`config.mk`:
```
export PLATFORM = sky130hd
export DESIGN_NAME = voice_ram_arbiter_flat
export DESIGN_NICKNAME = d
export VERILOG_FILES = /design/src/rtl/voice_ram_arbiter_pkg.sv /design/src/rtl/voice_ram_arbiter_if.sv /design/src/rtl/voice_ram_arbiter_rr_arb2.sv /design/src/rtl/voice_ram_arbiter.sv /design/src/flat_wrapper.sv
export SDC_FILE = /design/constraint.sdc
export NUM_CORES = 1
export LEC_CHECK = 0
export BUFFER_PORTS_ARGS = -buffer_cell sky130_fd_sc_hd__buf_2
export CAP_MARGIN = 40
export CORE_UTILIZATION = 35
export CTS_BUF_LIST = sky130_fd_sc_hd__clkbuf_8
export DETAILED_ROUTE_END_ITERATION = 8
export GPL_ROUTABILITY_DRIVEN = 0
export PLACE_DENSITY = 0.81
export SETUP_SLACK_MARGIN = 0.2
export SYNTH_ARGS = -nofsm -noshare
export SYNTH_HDL_FRONTEND = slang
export SYNTH_HIERARCHICAL = 1
export SYNTH_SLANG_ARGS = --single-unit
export TNS_END_PERCENT = 30
```
`constraint.sdc`:
```
create_clock -name clk -period 3.2 [get_ports clk]
set_input_delay 0.64 -clock clk [delete_from_list [all_inputs] [get_ports clk]]
set_output_delay 0.64 -clock clk [all_outputs]
set_load 0.005 [all_outputs]
```
`src/rtl/voice_ram_arbiter_pkg.sv`:
```
// ============================================================================
// voice_ram_arbiter_pkg : shared voice RAM sizing, read-owner encoding, helpers
// Rev 1.0
// ============================================================================
`default_nettype none

package voice_ram_arbiter_pkg;

    localparam int ADDR_W      = 12;
    localparam int DATA_W      = 32;
    localparam int CHUNK_COUNT = 2830;
    localparam int DEFER_W     = 8;

    localparam logic [DEFER_W-1:0] DEFER_MAX = '1;

    // Bit positions of the two readers inside the round-robin request vector
    localparam int RD_PLAY = 0;
    localparam int RD_DBG  = 1;

    typedef enum logic [1:0] {
        OWNER_NONE = 2'd0,
        OWNER_PLAY = 2'd1,
        OWNER_DBG  = 2'd2
    } owner_e;

    function automatic logic [DEFER_W-1:0] sat_inc(input logic [DEFER_W-1:0] v);
        return (v == DEFER_MAX) ? v : v + 1'b1;
    endfunction

endpackage

`default_nettype wire

```
`src/rtl/voice_ram_arbiter_if.sv`:
```
// ============================================================================
// voice_ram_arbiter_if : recorder / playback / debug requester bus
// Rev 1.0
// ============================================================================
`default_nettype none

interface voice_ram_arbiter_if #(
    parameter int ADDR_W = 12,
    parameter int DATA_W = 32
);
    logic              rec_wr;
    logic [ADDR_W-1:0] rec_addr;
    logic [DATA_W-1:0] rec_data;

    logic              play_req;
    logic [ADDR_W-1:0] play_addr;
    logic              play_gnt;
    logic              play_rvalid;

    logic              dbg_req;
    logic [ADDR_W-1:0] dbg_addr;
    logic              dbg_gnt;
    logic              dbg_rvalid;

    logic [DATA_W-1:0] rd_data;

    modport master (
        output rec_wr, rec_addr, rec_data,
        output play_req, play_addr,
        output dbg_req, dbg_addr,
        input  play_gnt, play_rvalid, dbg_gnt, dbg_rvalid, rd_data
    );

    modport slave (
        input  rec_wr, rec_addr, rec_data,
        input  play_req, play_addr,
        input  dbg_req, dbg_addr,
        output play_gnt, play_rvalid, dbg_gnt, dbg_rvalid, rd_data
    );

endinterface

`default_nettype wire

```
`src/rtl/voice_ram_arbiter_rr_arb2.sv`:
```
// ============================================================================
// rr_arb2 : two-requester round-robin arbiter with a registered favour pointer
// Rev 1.0
// ============================================================================
`default_nettype none

module rr_arb2 (
    input  wire logic       clk,
    input  wire logic       rst,
    input  wire logic       en_i,
    input  wire logic [1:0] req_i,
    output logic      [1:0] gnt_o
);

    // ptr_q = 0 favours req_i[0] on a tie, 1 favours req_i[1]
    logic ptr_q;
    logic ptr_d;

    always_comb begin
        gnt_o = 2'b00;
        if (en_i) begin
            if (req_i[0] && (!req_i[1] || !ptr_q)) begin
                gnt_o[0] = 1'b1;
            end else if (req_i[1]) begin
                gnt_o[1] = 1'b1;
            end
        end
    end

    always_comb begin
        ptr_d = ptr_q;
        if (gnt_o[0]) begin
            ptr_d = 1'b1;
        end else if (gnt_o[1]) begin
            ptr_d = 1'b0;
        end
    end

    always_ff @(posedge clk or posedge rst) begin
        if (rst) begin
            ptr_q <= 1'b0;
        end else begin
            ptr_q <= ptr_d;
        end
    end

endmodule

`default_nettype wire

```
`src/rtl/voice_ram_arbiter.sv`:
```
// ============================================================================
// voice_ram_arbiter : recorder-first, round-robin read arbiter for voice RAM
// Rev 1.0
// ============================================================================
`default_nettype none

module voice_ram_arbiter
    import voice_ram_arbiter_pkg::*;
#(
    parameter int ADDR_W = voice_ram_arbiter_pkg::ADDR_W,
    parameter int DATA_W = voice_ram_arbiter_pkg::DATA_W
) (
    input  wire logic                clk,
    input  wire logic                rst,
    voice_ram_arbiter_if.slave       bus,
    output logic                     ram_en_o,
    output logic                     ram_we_o,
    output logic [ADDR_W-1:0]        ram_addr_o,
    output logic [DATA_W-1:0]        ram_wdata_o,
    input  wire logic [DATA_W-1:0]   ram_rdata_i,
    output logic [DEFER_W-1:0]       defer_cnt_o
);

    logic [1:0]         w_req;
    logic [1:0]         w_gnt;
    logic               w_rd_allow;
    logic               w_deferred;

    owner_e             owner_q;
    logic               play_rvalid_q;
    logic               dbg_rvalid_q;
    logic [DATA_W-1:0]  rd_hold_q;
    logic [DEFER_W-1:0] defer_q;
    logic [DEFER_W-1:0] defer_d;

    assign w_req      = {bus.dbg_req, bus.play_req};
    assign w_rd_allow = !rst && !bus.rec_wr;

    rr_arb2 u_rr_arb2 (
        .clk   (clk),
        .rst   (rst),
        .en_i  (w_rd_allow),
        .req_i (w_req),
        .gnt_o (w_gnt)
    );

    assign bus.play_gnt = w_gnt[RD_PLAY];
    assign bus.dbg_gnt  = w_gnt[RD_DBG];

    // One access per cycle: the recorder write pre-empts any read grant
    always_comb begin
        ram_en_o    = 1'b0;
        ram_we_o    = 1'b0;
        ram_addr_o  = '0;
        ram_wdata_o = '0;
        if (!rst) begin
            if (bus.rec_wr) begin
                ram_en_o    = 1'b1;
                ram_we_o    = 1'b1;
                ram_addr_o  = bus.rec_addr;
                ram_wdata_o = bus.rec_data;
            end else if (w_gnt[RD_PLAY]) begin
                ram_en_o    = 1'b1;
                ram_addr_o  = bus.play_addr;
            end else if (w_gnt[RD_DBG]) begin
                ram_en_o    = 1'b1;
                ram_addr_o  = bus.dbg_addr;
            end
        end
    end

    always_ff @(posedge clk or posedge rst) begin
        if (rst) begin
            owner_q       <= OWNER_NONE;
            play_rvalid_q <= 1'b0;
            dbg_rvalid_q  <= 1'b0;
        end else begin
            if (w_gnt[RD_PLAY]) begin
                owner_q       <= OWNER_PLAY;
                play_rvalid_q <= 1'b1;
                dbg_rvalid_q  <= 1'b0;
            end else if (w_gnt[RD_DBG]) begin
                owner_q       <= OWNER_DBG;
                play_rvalid_q <= 1'b0;
                dbg_rvalid_q  <= 1'b1;
            end else begin
                owner_q       <= OWNER_NONE;
                play_rvalid_q <= 1'b0;
                dbg_rvalid_q  <= 1'b0;
            end
        end
    end

    assign bus.play_rvalid = play_rvalid_q;
    assign bus.dbg_rvalid  = dbg_rvalid_q;

    // RAM output is already a register; during the owner cycle it is forwarded
    // and latched so rd_data keeps the last returned word afterwards.
    always_ff @(posedge clk or posedge rst) begin
        if (rst) begin
            rd_hold_q <= '0;
        end else if (owner_q != OWNER_NONE) begin
            rd_hold_q <= ram_rdata_i;
        end
    end

    assign bus.rd_data = (owner_q != OWNER_NONE) ? ram_rdata_i : rd_hold_q;

    assign w_deferred = bus.rec_wr && (bus.play_req || bus.dbg_req);

    always_comb begin
        defer_d = defer_q;
        if (w_deferred) begin
            defer_d = sat_inc(defer_q);
        end
    end

    always_ff @(posedge clk or posedge rst) begin
        if (rst) begin
            defer_q <= '0;
        end else begin
            defer_q <= defer_d;
        end
    end

    assign defer_cnt_o = defer_q;

endmodule

`default_nettype wire
```
`src/flat_wrapper.sv`:
```
// flat-port wrapper written by rule: the top's interface ports become plain ports
module voice_ram_arbiter_flat import voice_ram_arbiter_pkg::*;
#(
    parameter int ADDR_W = voice_ram_arbiter_pkg::ADDR_W,
    parameter int DATA_W = voice_ram_arbiter_pkg::DATA_W
)
  (clk, rst, ram_en_o, ram_we_o, ram_addr_o, ram_wdata_o, ram_rdata_i, defer_cnt_o, bus_rec_wr, bus_rec_addr, bus_rec_data, bus_play_req, bus_play_addr, bus_dbg_req, bus_dbg_addr, bus_play_gnt, bus_play_rvalid, bus_dbg_gnt, bus_dbg_rvalid, bus_rd_data);
  voice_ram_arbiter_if #(.ADDR_W(ADDR_W), .DATA_W(DATA_W)) bus_i ();
  input  wire logic clk;
  input  wire logic rst;
  output logic ram_en_o;
  output logic ram_we_o;
  output logic [ADDR_W-1:0] ram_addr_o;
  output logic [DATA_W-1:0] ram_wdata_o;
  input  wire logic [DATA_W-1:0] ram_rdata_i;
  output logic [DEFER_W-1:0] defer_cnt_o;
  input wire logic [$bits(bus_i.rec_wr)-1:0] bus_rec_wr;
  input wire logic [$bits(bus_i.rec_addr)-1:0] bus_rec_addr;
  input wire logic [$bits(bus_i.rec_data)-1:0] bus_rec_data;
  input wire logic [$bits(bus_i.play_req)-1:0] bus_play_req;
  input wire logic [$bits(bus_i.play_addr)-1:0] bus_play_addr;
  input wire logic [$bits(bus_i.dbg_req)-1:0] bus_dbg_req;
  input wire logic [$bits(bus_i.dbg_addr)-1:0] bus_dbg_addr;
  output wire logic [$bits(bus_i.play_gnt)-1:0] bus_play_gnt;
  output wire logic [$bits(bus_i.play_rvalid)-1:0] bus_play_rvalid;
  output wire logic [$bits(bus_i.dbg_gnt)-1:0] bus_dbg_gnt;
  output wire logic [$bits(bus_i.dbg_rvalid)-1:0] bus_dbg_rvalid;
  output wire logic [$bits(bus_i.rd_data)-1:0] bus_rd_data;
  assign bus_i.rec_wr = bus_rec_wr;
  assign bus_i.rec_addr = bus_rec_addr;
  assign bus_i.rec_data = bus_rec_data;
  assign bus_i.play_req = bus_play_req;
  assign bus_i.play_addr = bus_play_addr;
  assign bus_i.dbg_req = bus_dbg_req;
  assign bus_i.dbg_addr = bus_dbg_addr;
  assign bus_play_gnt = bus_i.play_gnt;
  assign bus_play_rvalid = bus_i.play_rvalid;
  assign bus_dbg_gnt = bus_i.dbg_gnt;
  assign bus_dbg_rvalid = bus_i.dbg_rvalid;
  assign bus_rd_data = bus_i.rd_data;
  voice_ram_arbiter #(.ADDR_W(ADDR_W), .DATA_W(DATA_W)) u_core (.clk(clk), .rst(rst), .bus(bus_i), .ram_en_o(ram_en_o), .ram_we_o(ram_we_o), .ram_addr_o(ram_addr_o), .ram_wdata_o(ram_wdata_o), .ram_rdata_i(ram_rdata_i), .defer_cnt_o(defer_cnt_o));
endmodule
```
After elaboration in Yosys (flattened, before gate mapping) --
Cells that the tools add are included.
Word-level totals: register bits after elaboration 45, bits of input ports 105, word-level logic and storage cells 44
Cells by class: add/subtract/negate cells 1, equality and inequality tests 1, multiplexer cells 23, bitwise gates (word level) 1, reductions and logical operators 12
Operators by type and width (count):
- $mux W32 | 3
- $mux W12 | 4
- $mux W1 | 13
- $add A8 B1 Y8 const B | 1
- $eq A8 B8 Y1 const B | 1
- $mux W2 | 3
- $logic_not A1 Y1 | 4
- $reduce_bool A2 Y1 | 2
- $logic_and A1 B1 Y1 | 3
- $logic_or A1 B1 Y1 | 2
- $reduce_and A2 Y1 | 1
- $not A1 Y1 | 1

Depth between registers and ports, before layout --
Gate-level depths: netlist (run 1).
depth after elaboration 9, mapped depth 10, gate-level depth less buffers 6

Modules after synthesis --
Netlist (run 1), hierarchy kept.
By module, submodules not included:
- voice_ram_arbiter | times used 1, cells each 198, area an instance 2162.1 um2
- rr_arb2 | times used 1, cells each 10, area an instance 72.6 um2

Worst setup path before layout (run 1) --
Ideal clock, no wire load.
kind input to output, from input port rst, to output port ram_wdata_o[23], arrival time 2.480 ns, setup slack 0.080 ns, cell stages on the path 3, path through inv_1 > clkbuf_1 > and3_1
Between the ends: longest elaborated chain between the ends 1
RTL lines:
- from (decl) | RTL line flat_wrapper.sv:10 | input wire logic rst;
- $mux W32 | RTL line voice_ram_arbiter.sv:56 | if (!rst) begin
- to (decl) | RTL line flat_wrapper.sv:14 | output logic [DATA_W-1:0] ram_wdata_o;
Every way passes these cells.

Worst setup path after layout (run 1) --
from input port rst, to output port ram_addr_o[5]
Between the ends: longest elaborated chain between the ends 7
RTL lines:
- $logic_not A1 Y1 *
- $logic_and A1 B1 Y1 * | RTL line voice_ram_arbiter.sv:37 | assign w_rd_allow = !rst && !bus.rec_wr;
- net u_core.w_rd_allow | RTL line voice_ram_arbiter.sv:26 | logic w_rd_allow;
- $mux W2 * | RTL line voice_ram_arbiter_rr_arb2.sv:21 | if (en_i) begin
- $mux W12 | RTL line voice_ram_arbiter.sv:65 | end else if (w_gnt[RD_DBG]) begin
- $mux W12 * | RTL line voice_ram_arbiter.sv:62 | end else if (w_gnt[RD_PLAY]) begin
- $mux W12 * | RTL line voice_ram_arbiter.sv:57 | if (bus.rec_wr) begin
- $mux W12 * | RTL line voice_ram_arbiter.sv:56
- to (decl) | RTL line flat_wrapper.sv:13 | output logic [ADDR_W-1:0] ram_addr_o;
Mark *: on every way through the listed nets, which the timed path passes. The rest lies on a longest branch.

==> results.tsv, run 1 <==
metric	value	unit
drc_errors	0	
synth_cells	208	
async_reset_ff_frac	1.000	
holdBufCountCts	0	
hold_path_class	input port to async pin	
cp.depth	9	
power_density	552.7	nW/um2
wl_per_cell	14.05	um
cp-start-kind	input port	
slowest_stage	a221oi_1	
clock_latency	280	ps
dp_hpwl	5349	um
syn2layout_area_growth	52.80	%
wirelength	6688	um
multi_input_area	1074	um2
p_total	0.001887	W
design_area	3415	um2
synth.yosys.seq_area_share	0.4815	
slowest_delay	280	ps
die_w	81.91	um
cts.sink_count	43	
ys.flop_type	dfrtp_1	
setup_tns	0	ps
initial_core_util	0.3708	
io-pin-count	195	
ant_nets	0	
crit_fanout	9	
fill_cells	521	
via_per_inst	4.794	
grt.total_usage	0.1996	
ys_types	33	
max_freq	375.1	MHz
cts_setup_buffers	0	
peakVddDrop	0.3096	mV
core_area	6026	um2
reg2reg_depth	4	
dp_slack	434.5	ps
synth_edf_count	0	
num-nets-final	506	
clk_pin_slew	80	ps
seqCellArea	1076	um2
synth.avg_cell_area	10.74	um2
yosysWarnings	6	
place_area	3279	um2
min_period_over_period	0.8332	
leakage	1.937	nW
drv_slew	0	
status	finished clean	
cp-end-kind	output pin	
dieArea	6708	um2
rows	28	
drt_iter0_drc	70	
setup_viol	0	
ctsResizeCount	0	
grt_max_degree	48	
tightestPinTransition	695.5	ps
worst-path-buf-inv	3	
cp_top_family	compound AO/OA/AOI/OAI gates	
fin_util	0.5667	
grt_pass1_vias	2140	
clockRootBuffer	clkbuf_8	
period_needed	2666	ps
ys_ff_latch	43	
syn-cell-area	2235	um2
io_buffers	194	
cts_tree	built	
dr.pass1.iters	4	
cts_buffer_depth	2	
skew	5.139	ps
worstSetupPathType	input port to output pin	
setup_slack	533.8	ps
path_common_cell	buf_2	
path_cells	buf_2 > nor2_1 > nand2_1 > a21oi_1 > nor2b_2 > buf_4 > a221oi_1 > nor3_1 > buf_2	
cts_inserted_buffers	5	
rsz0062_at_grt	no	
num_antenna_cells	0	
cap_violations	0	
crit_required	2560	ps
drive_gt1_frac	0.6259	
globalRouteOverflowTotal	0	
hold_viol_final	0	
grt_first_pass_wirelength	10140	um
syn_nets	314	
crit_arrival	2030	ps
htree_levels	2	
via_count	2282	
max_slew_margin	0.5357	
antenna_found_initial	0	
fp.dieH	81.91	um
report_power, final:
| part | leakage, nW | internal [W] | total, W | switching (W) |
|---|---|---|---|---|
| Clock | 0.0695 | 0.000309 | 0.000480 | 0.000172 |
| Combinational | 1.36 | 0.000335 | 0.000614 | 0.000279 |
| Sequential | 0.510 | 0.000699 | 0.000793 | 0.0000939 |
| Total | 1.94 | 0.00134 | 0.00189 | 0.000545 |
layout by cell type (no fill, tap or decap), drive strengths merged, types with 2 or more instances in the layout:
cell and instances:
mux2 37, nor3 14, and3 33, clkbuf 5
bufinv 2, o21ai 3, a211oi 2, a221oi 11
nand3 2, buf 201, nand2 10, inv 5
nor2 17, a21oi 4, dfrtp 43
worst min-delay path, cell delays in order:
cell	delay [ps]
buf_2	110
buf_4	190
inv_1	80
logic make-up (layout without fill, tap and decap cells):
kind of cell,count (synthesis),count (layout),synth area share
multiplexers,37,37,0.1865
adder cells (fa/ha/maj),1,1,0.005598
AND/OR/NAND/NOR,81,81,0.1949
buffers and inverters,20,213,0.03919
flip-flops,43,43,0.4815
XOR/XNOR,1,1,0.003920
AO/OA/AOI/OAI,25,25,0.08847
metrics by stage:
stage | instances | hold slack, ps
finish | 476 | 408.5
detailed placement | 468 | 480.8
global placement | 468 | 474.6
CTS | 476 | 403.0
floorplan | 208 | 368.7
global route | 476 | 412.2
metal layers:
metal | share of wire | up-vias | global-route usage
li1 | - | 1136 | -
met1 | 0.40 | 1028 | 0.2161
met2 | 0.52 | 112 | 0.3843
met3 | 0.067 | 6 | 0.04000
met4 | 0.0094 | 0 | 0.05965
met5 | 0 | - | 0
registers in the layout, summed over array words and instances, names as in the netlist:
name                    count
u_core/rd_hold_q           32
u_core/bus.dbg_rvalid       1
u_core/owner_q              1
u_core/defer_cnt_o          8
u_core/u_rr_arb2/ptr_q      1
Yosys cell counts (2+ instances only):
library cell	number	area (um2)
o21ai_2	2	17.52
clkbuf_1	8	30.03
mux2_1	3	33.78
a21oi_1	3	15.01
nor2_1	16	60.06
dfrtp_1	43	1076
and3_1	33	206.5
inv_1	3	11.26
buf_2	7	35.03
mux2_2	34	382.9
a221oi_1	11	96.34
nor3_1	14	70.07
nand2_1	10	37.54
a211oi_1	2	15.01
area by class of cell:
type | instances | share of cell area
multi-input cells | 145 | 0.3144
flip-flops and latches | 43 | 0.3151
well taps | 75 | 0.02748
clock inverters | 3 | 0.01869
inverters | 4 | 0.004397
clock buffers | 5 | 0.02015
repair buffers | 201 | 0.2997
final timing paths:
check / startpoint / end / slack, ps
max: rst / ram_addr_o[5] / 530
min: rst / u_core/u_rr_arb2/ptr_q / 410
max reg2reg: u_core/defer_cnt_o[0] / u_core/defer_cnt_o[6] / 1670
min reg2reg: u_core/rd_hold_q[2] / u_core/rd_hold_q[2] / 500
max in group asynchronous: rst / u_core/rd_hold_q[21] / 1700
min in group clk: u_core/rd_hold_q[2] / u_core/rd_hold_q[2] / 500
Note: power is estimated with default switching activity, not from simulation.
==> inputs of run 2 (changes only) <==
--- a/config.mk
+++ b/config.mk
@@ -11,7 +11,7 @@
 export CTS_BUF_LIST = sky130_fd_sc_hd__clkbuf_8
 export DETAILED_ROUTE_END_ITERATION = 8
 export GPL_ROUTABILITY_DRIVEN = 0
-export PLACE_DENSITY = 0.81
+export PLACE_DENSITY = 0.84
 export SETUP_SLACK_MARGIN = 0.2
 export SYNTH_ARGS = -nofsm -noshare
 export SYNTH_HDL_FRONTEND = slang
==> constraint.sdc (replaced) <==
create_clock -name clk -period 2.4 [get_ports clk]
set_input_delay 0.48 -clock clk [delete_from_list [all_inputs] [get_ports clk]]
set_output_delay 0.48 -clock clk [all_outputs]
set_load 0.005 [all_outputs]
==> run 2 against run 1 <==
Flip-flop and latch count did not move. Critical endpoint is now ram_addr_o[9]. Sequential share of layout area down 1.7 points. Combinational power grew 38%.
==> results.tsv, run 2 (synthesis gave the netlist of run 1 again) <==
metric	value	unit
htree_levels	2	
num_antenna_cells	0	
rsz0062_at_grt	yes	
setup_viol	0	
num-nets-final	512	
via_per_inst	4.836	
slowest_stage	a221oi_1	
leakage	2.021	nW
ant_nets	0	
cts_inserted_buffers	5	
worst-path-buf-inv	3	
grt_first_pass_wirelength	9397	um
skew	2.578	ps
initial_core_util	0.3708	
clockRootBuffer	clkbuf_8	
crit_arrival	1740	ps
hold_viol_final	0	
drc_errors	0	
via_count	2331	
fp.dieH	81.91	um
max_freq	450.1	MHz
use_met2	0.3678	
cp-start-kind	input port	
hold_path_class	input port to async pin	
wl_per_cell	13.82	um
final_common_cell	buf_2	
drt_iter0_drc	43	
dp.cells	469	
drive_gt1_frac	0.6634	
top_register	u_core/rd_hold_q	
dp_hpwl	5312	um
grt_max_degree	48	
slowest_delay	270	ps
antenna_found_initial	0	
cp_top_family	compound AO/OA/AOI/OAI gates	
grt_pass1_vias	2090	
rows	28	
status	finished clean	
cp-end-kind	output pin	
fin_util	0.5980	
path_cells	buf_4 > nor2_4 > nand2_2 > a21oi_4 > nor2b_4 > buf_12 > a221oi_1 > nor3_1 > buf_2	
io-pin-count	195	
dr.pass1.iters	6	
setup_tns	0	ps
drv_slew	0	
globalRouteOverflowTotal	0	
final_cell_count_no_fill	482	
crit_required	1920	ps
clk_pin_slew	70	ps
cts_tree	built	
period_needed	2222	ps
die_w	81.91	um
crit_fanout	12	
grt.total_usage	0.1868	
syn2layout_area_growth	61.25	%
layout_common_cells	192 x buf_2, 43 x dfrtp_1, 34 x mux2_2	
wirelength	6663	um
tightestPinTransition	461.6	ps
cp-startpoint	bus_rec_wr	
peakVddDrop	0.4400	mV
worstSetupPathType	input port to output pin	
worstReg2RegStart	u_core/defer_cnt_o[0]	
cap_violations	0	
power_density	703.7	nW/um2
cts_buffer_depth	2	
min_period_over_period	0.9257	
io_buffers	194	
dieArea	6708	um2
core_area	6026	um2
clock_latency	280	ps
busiest_layer	met2	
globalRouteMet1Util	0.2014	
largest_reg_flops	32	
cts.sink_count	43	
max_slew_margin	0.6918	
met3_usage	0.03333	
==> run 2: path summary, 6_finish.rpt <==
path | slack (ps) | end | cells after the start
setup / recovery | 180 | ram_addr_o[9] | 9
hold / removal | 230 | u_core/u_rr_arb2/ptr_q | 3
setup reg to reg | 870 | u_core/defer_cnt_o[1] | 4
hold reg to reg | 490 | u_core/rd_hold_q[24] | 1
max in group asynchronous | 1340 | u_core/rd_hold_q[23] | 4
min in group clk | 430 | u_core/rd_hold_q[29] | 2
==> run 2: cell type report <==
cell class                 count  area, um2
fill                         514       2422
multi-input combinational    145       1161
timing repair buffer         207       1125
sequential                    43       1076
tap                           75      93.84
clock buffer                   5      68.82
clock inverter                 3      63.81
inverter                       4      15.01
==> run 2: worst reg2reg max path, cell delays in order (launching register included) <==
cell and delay [ps]:
dfrtp_1 420, ha_1 240, nand3_1 190, o21ai_2 210
mux2_2 360
==> run 2: what timing repair did <==
action                                  CTS  global route
endpoints found under the setup margin   12            44
pin swaps                                 0             2
hold buffers                              0             0
resized for setup                         2            20
setup buffers                             0             5
==> run 2: report_power, final <==
| part | leakage [nW] | internal, W | switching [W] |
|---|---|---|---|
| logic | 1.44 | 0.000468 | 0.000380 |
| clock network | 0.0695 | 0.000411 | 0.000221 |
| registers | 0.510 | 0.000932 | 0.000123 |
| total | 2.02 | 0.00181 | 0.000724 |
==> run 2: per-layer routing <==
| metal | up-vias | part of all wire | wire length [um] |
|---|---|---|---|
| li1 | 1154 | - | - |
| met1 | 1044 | 0.39 | 2631 |
| met2 | 124 | 0.52 | 3490 |
| met3 | 9 | 0.064 | 426 |
| met4 | 0 | 0.017 | 115 |
| met5 | - | 0 | 0 |
==> run 2: metrics by stage <==
stage,setup WS [ps],area [um2],total power [W],hold slack [ps]
2_1_floorplan,200.2,2276,0.001482,208.7
3_3_place_gp,199.2,3311,0.001852,475.1
3_5_place_dp,140.3,3311,0.001896,481.5
4_1_cts,192.7,3455,0.002541,243.5
5_1_grt,87.50,3603,0.002728,239.6
6_report,178.4,3603,0.002536,234.7
==> inputs of run 3 (changes only) <==
--- a/config.mk
+++ b/config.mk
@@ -6,7 +6,7 @@
 export NUM_CORES = 1
 export LEC_CHECK = 0
 export BUFFER_PORTS_ARGS = -buffer_cell sky130_fd_sc_hd__buf_2
-export CAP_MARGIN = 40
+export CAP_MARGIN = 5
 export CORE_UTILIZATION = 35
 export CTS_BUF_LIST = sky130_fd_sc_hd__clkbuf_8
 export DETAILED_ROUTE_END_ITERATION = 8
==> constraint.sdc (replaced) <==
create_clock -name clk -period 2.4 [get_ports clk]
set_input_delay 0.12 -clock clk [delete_from_list [all_inputs] [get_ports clk]]
set_output_delay 0.12 -clock clk [all_outputs]
set_load 0.005 [all_outputs]
==> run 3 against run 2 <==
Sequential share of layout area grew 2.1 points. Wire length about the same. Combinational power fell by 4.1%. Critical path type is now register to output pin.
==> results.tsv, run 3 (synthesis gave the netlist of run 1 again) <==
metric	value	unit
syn2layout_area_growth	50.67	%
worstSetupPathType	register to output pin	
cts_tree	built	
r2r_slack	840	ps
hold_viol_final	0	
crit_fanout	12	
min_period_over_period	0.8071	
ctsResizeCount	0	
fp.dieH	81.91	um
grt_first_pass_wirelength	9549	um
drt_iter0_drc	77	
grt_pass1_vias	2053	
setup_tns	0	ps
period_needed	1937	ps
cts_buffer_depth	2	
rows	28	
status	finished clean	
skew	10.40	ps
via_count	2331	
holdPathStages	2	
grt.total_usage	0.1836	
num_antenna_cells	0	
dp_hpwl	5206	um
wl_per_cell	14.00	um
drv_slew	0	
htree_levels	2	
cts.sink_count	43	
fin_hold_ws	64.51	ps
drc_errors	0	
min_from	ram_rdata_i[2]	
hold_end	u_core/rd_hold_q[2]	
dr.pass1.iters	4	
ant_nets	0	
cts_inserted_buffers	5	
dieArea	6708	um2
worstReg2RegStart	u_core/defer_cnt_o[0]	
max_slew_margin	0.7128	
clockRootBuffer	clkbuf_8	
tightestPinTransition	430.2	ps
peakVddDrop	0.6024	mV
globalRouteOverflowTotal	0	
leakage	1.911	nW
num-nets-final	506	
clock_latency	290	ps
hold_path_class	input port to register	
max_freq	516.2	MHz
cp-start-kind	register	
grt_max_degree	48	
die_w	81.91	um
final_cell_count_no_fill	476	
rsz0062_at_grt	no	
rr_endpoint	u_core/defer_cnt_o[1]	
core_area	6026	um2
crit_required	2280	ps
cap_violations	0	
final_common_cell	buf_2	
power_density	684.6	nW/um2
top_register	u_core/rd_hold_q	
cp-end-kind	output pin	
drive_gt1_frac	0.6209	
holdBufCountCts	1	
reg2reg_depth	4	
setup_viol	0	
cts_setup_buffers	0	
crit_arrival	1820	ps
dp.cells	467	
io-pin-count	195	
wirelength	6662	um
largest_reg_flops	32	
initial_core_util	0.3708	
io_buffers	194	
antenna_found_initial	0	
via_per_inst	4.897	
clk_pin_slew	80	ps
layout_common_cells	194 x buf_2, 43 x dfrtp_1, 34 x mux2_2	
[run 3: layout make-up]
class                      count  area, um2
multi-input combinational    145       1071
sequential                    43       1076
tap                           75      93.84
clock inverter                 3      16.27
fill                         540       2659
inverter                       4      15.01
clock buffer                   5      68.82
timing repair buffer         201       1026
[run 3: metrics by stage]
stage	setup WS, ps	power [W]	utilization	area [um2]
finish	462.9	0.002305	0.5588	3367
global route	294.6	0.002477	0.5588	3367
CTS	469.4	0.002333	0.5588	3367
detailed placement	597.2	0.001885	0.5430	3272
global placement	701.7	0.001846	0.5430	3272
floorplan	319.5	0.001476	-	2235
[run 3: power breakdown]
group	leakage, nW	total (W)	internal [W]	switching, W
combinational	1.36	0.000813	0.000447	0.000366
sequential	0.510	0.00105	0.000932	0.000120
clock	0.0453	0.000441	0.000199	0.000241
[run 3: per-layer routing]
| metal | GRT usage | wire (um) | vias to the layer above |
|---|---|---|---|
| li1 | - | - | 1143 |
| met1 | 0.2406 | 2741 | 1087 |
| met2 | 0.3107 | 3402 | 101 |
| met3 | 0.04444 | 519 | 0 |
| met4 | 0.02632 | 0 | 0 |
| met5 | 0 | 0 | - |
[run 3: worst max path at each step]
stage	from	end	slack [ps]	cells past startpoint
global placement	rst	ram_addr_o[5]	700	9
finish	u_core/u_rr_arb2/ptr_q	ram_addr_o[5]	460	7
global route	u_core/u_rr_arb2/ptr_q	ram_addr_o[5]	290	7
floorplan	rst	ram_wdata_o[23]	320	3
detailed placement	rst	ram_addr_o[5]	600	9
CTS	u_core/u_rr_arb2/ptr_q	ram_addr_o[5]	470	7
[run 3: critical path: stages (launching register included)]
cell and delay [ps]:
dfrtp_1 370, inv_1 70, a21oi_1 230, nor2b_1 170, buf_4 200, a221oi_1 100
nor3_1 230, buf_2 160
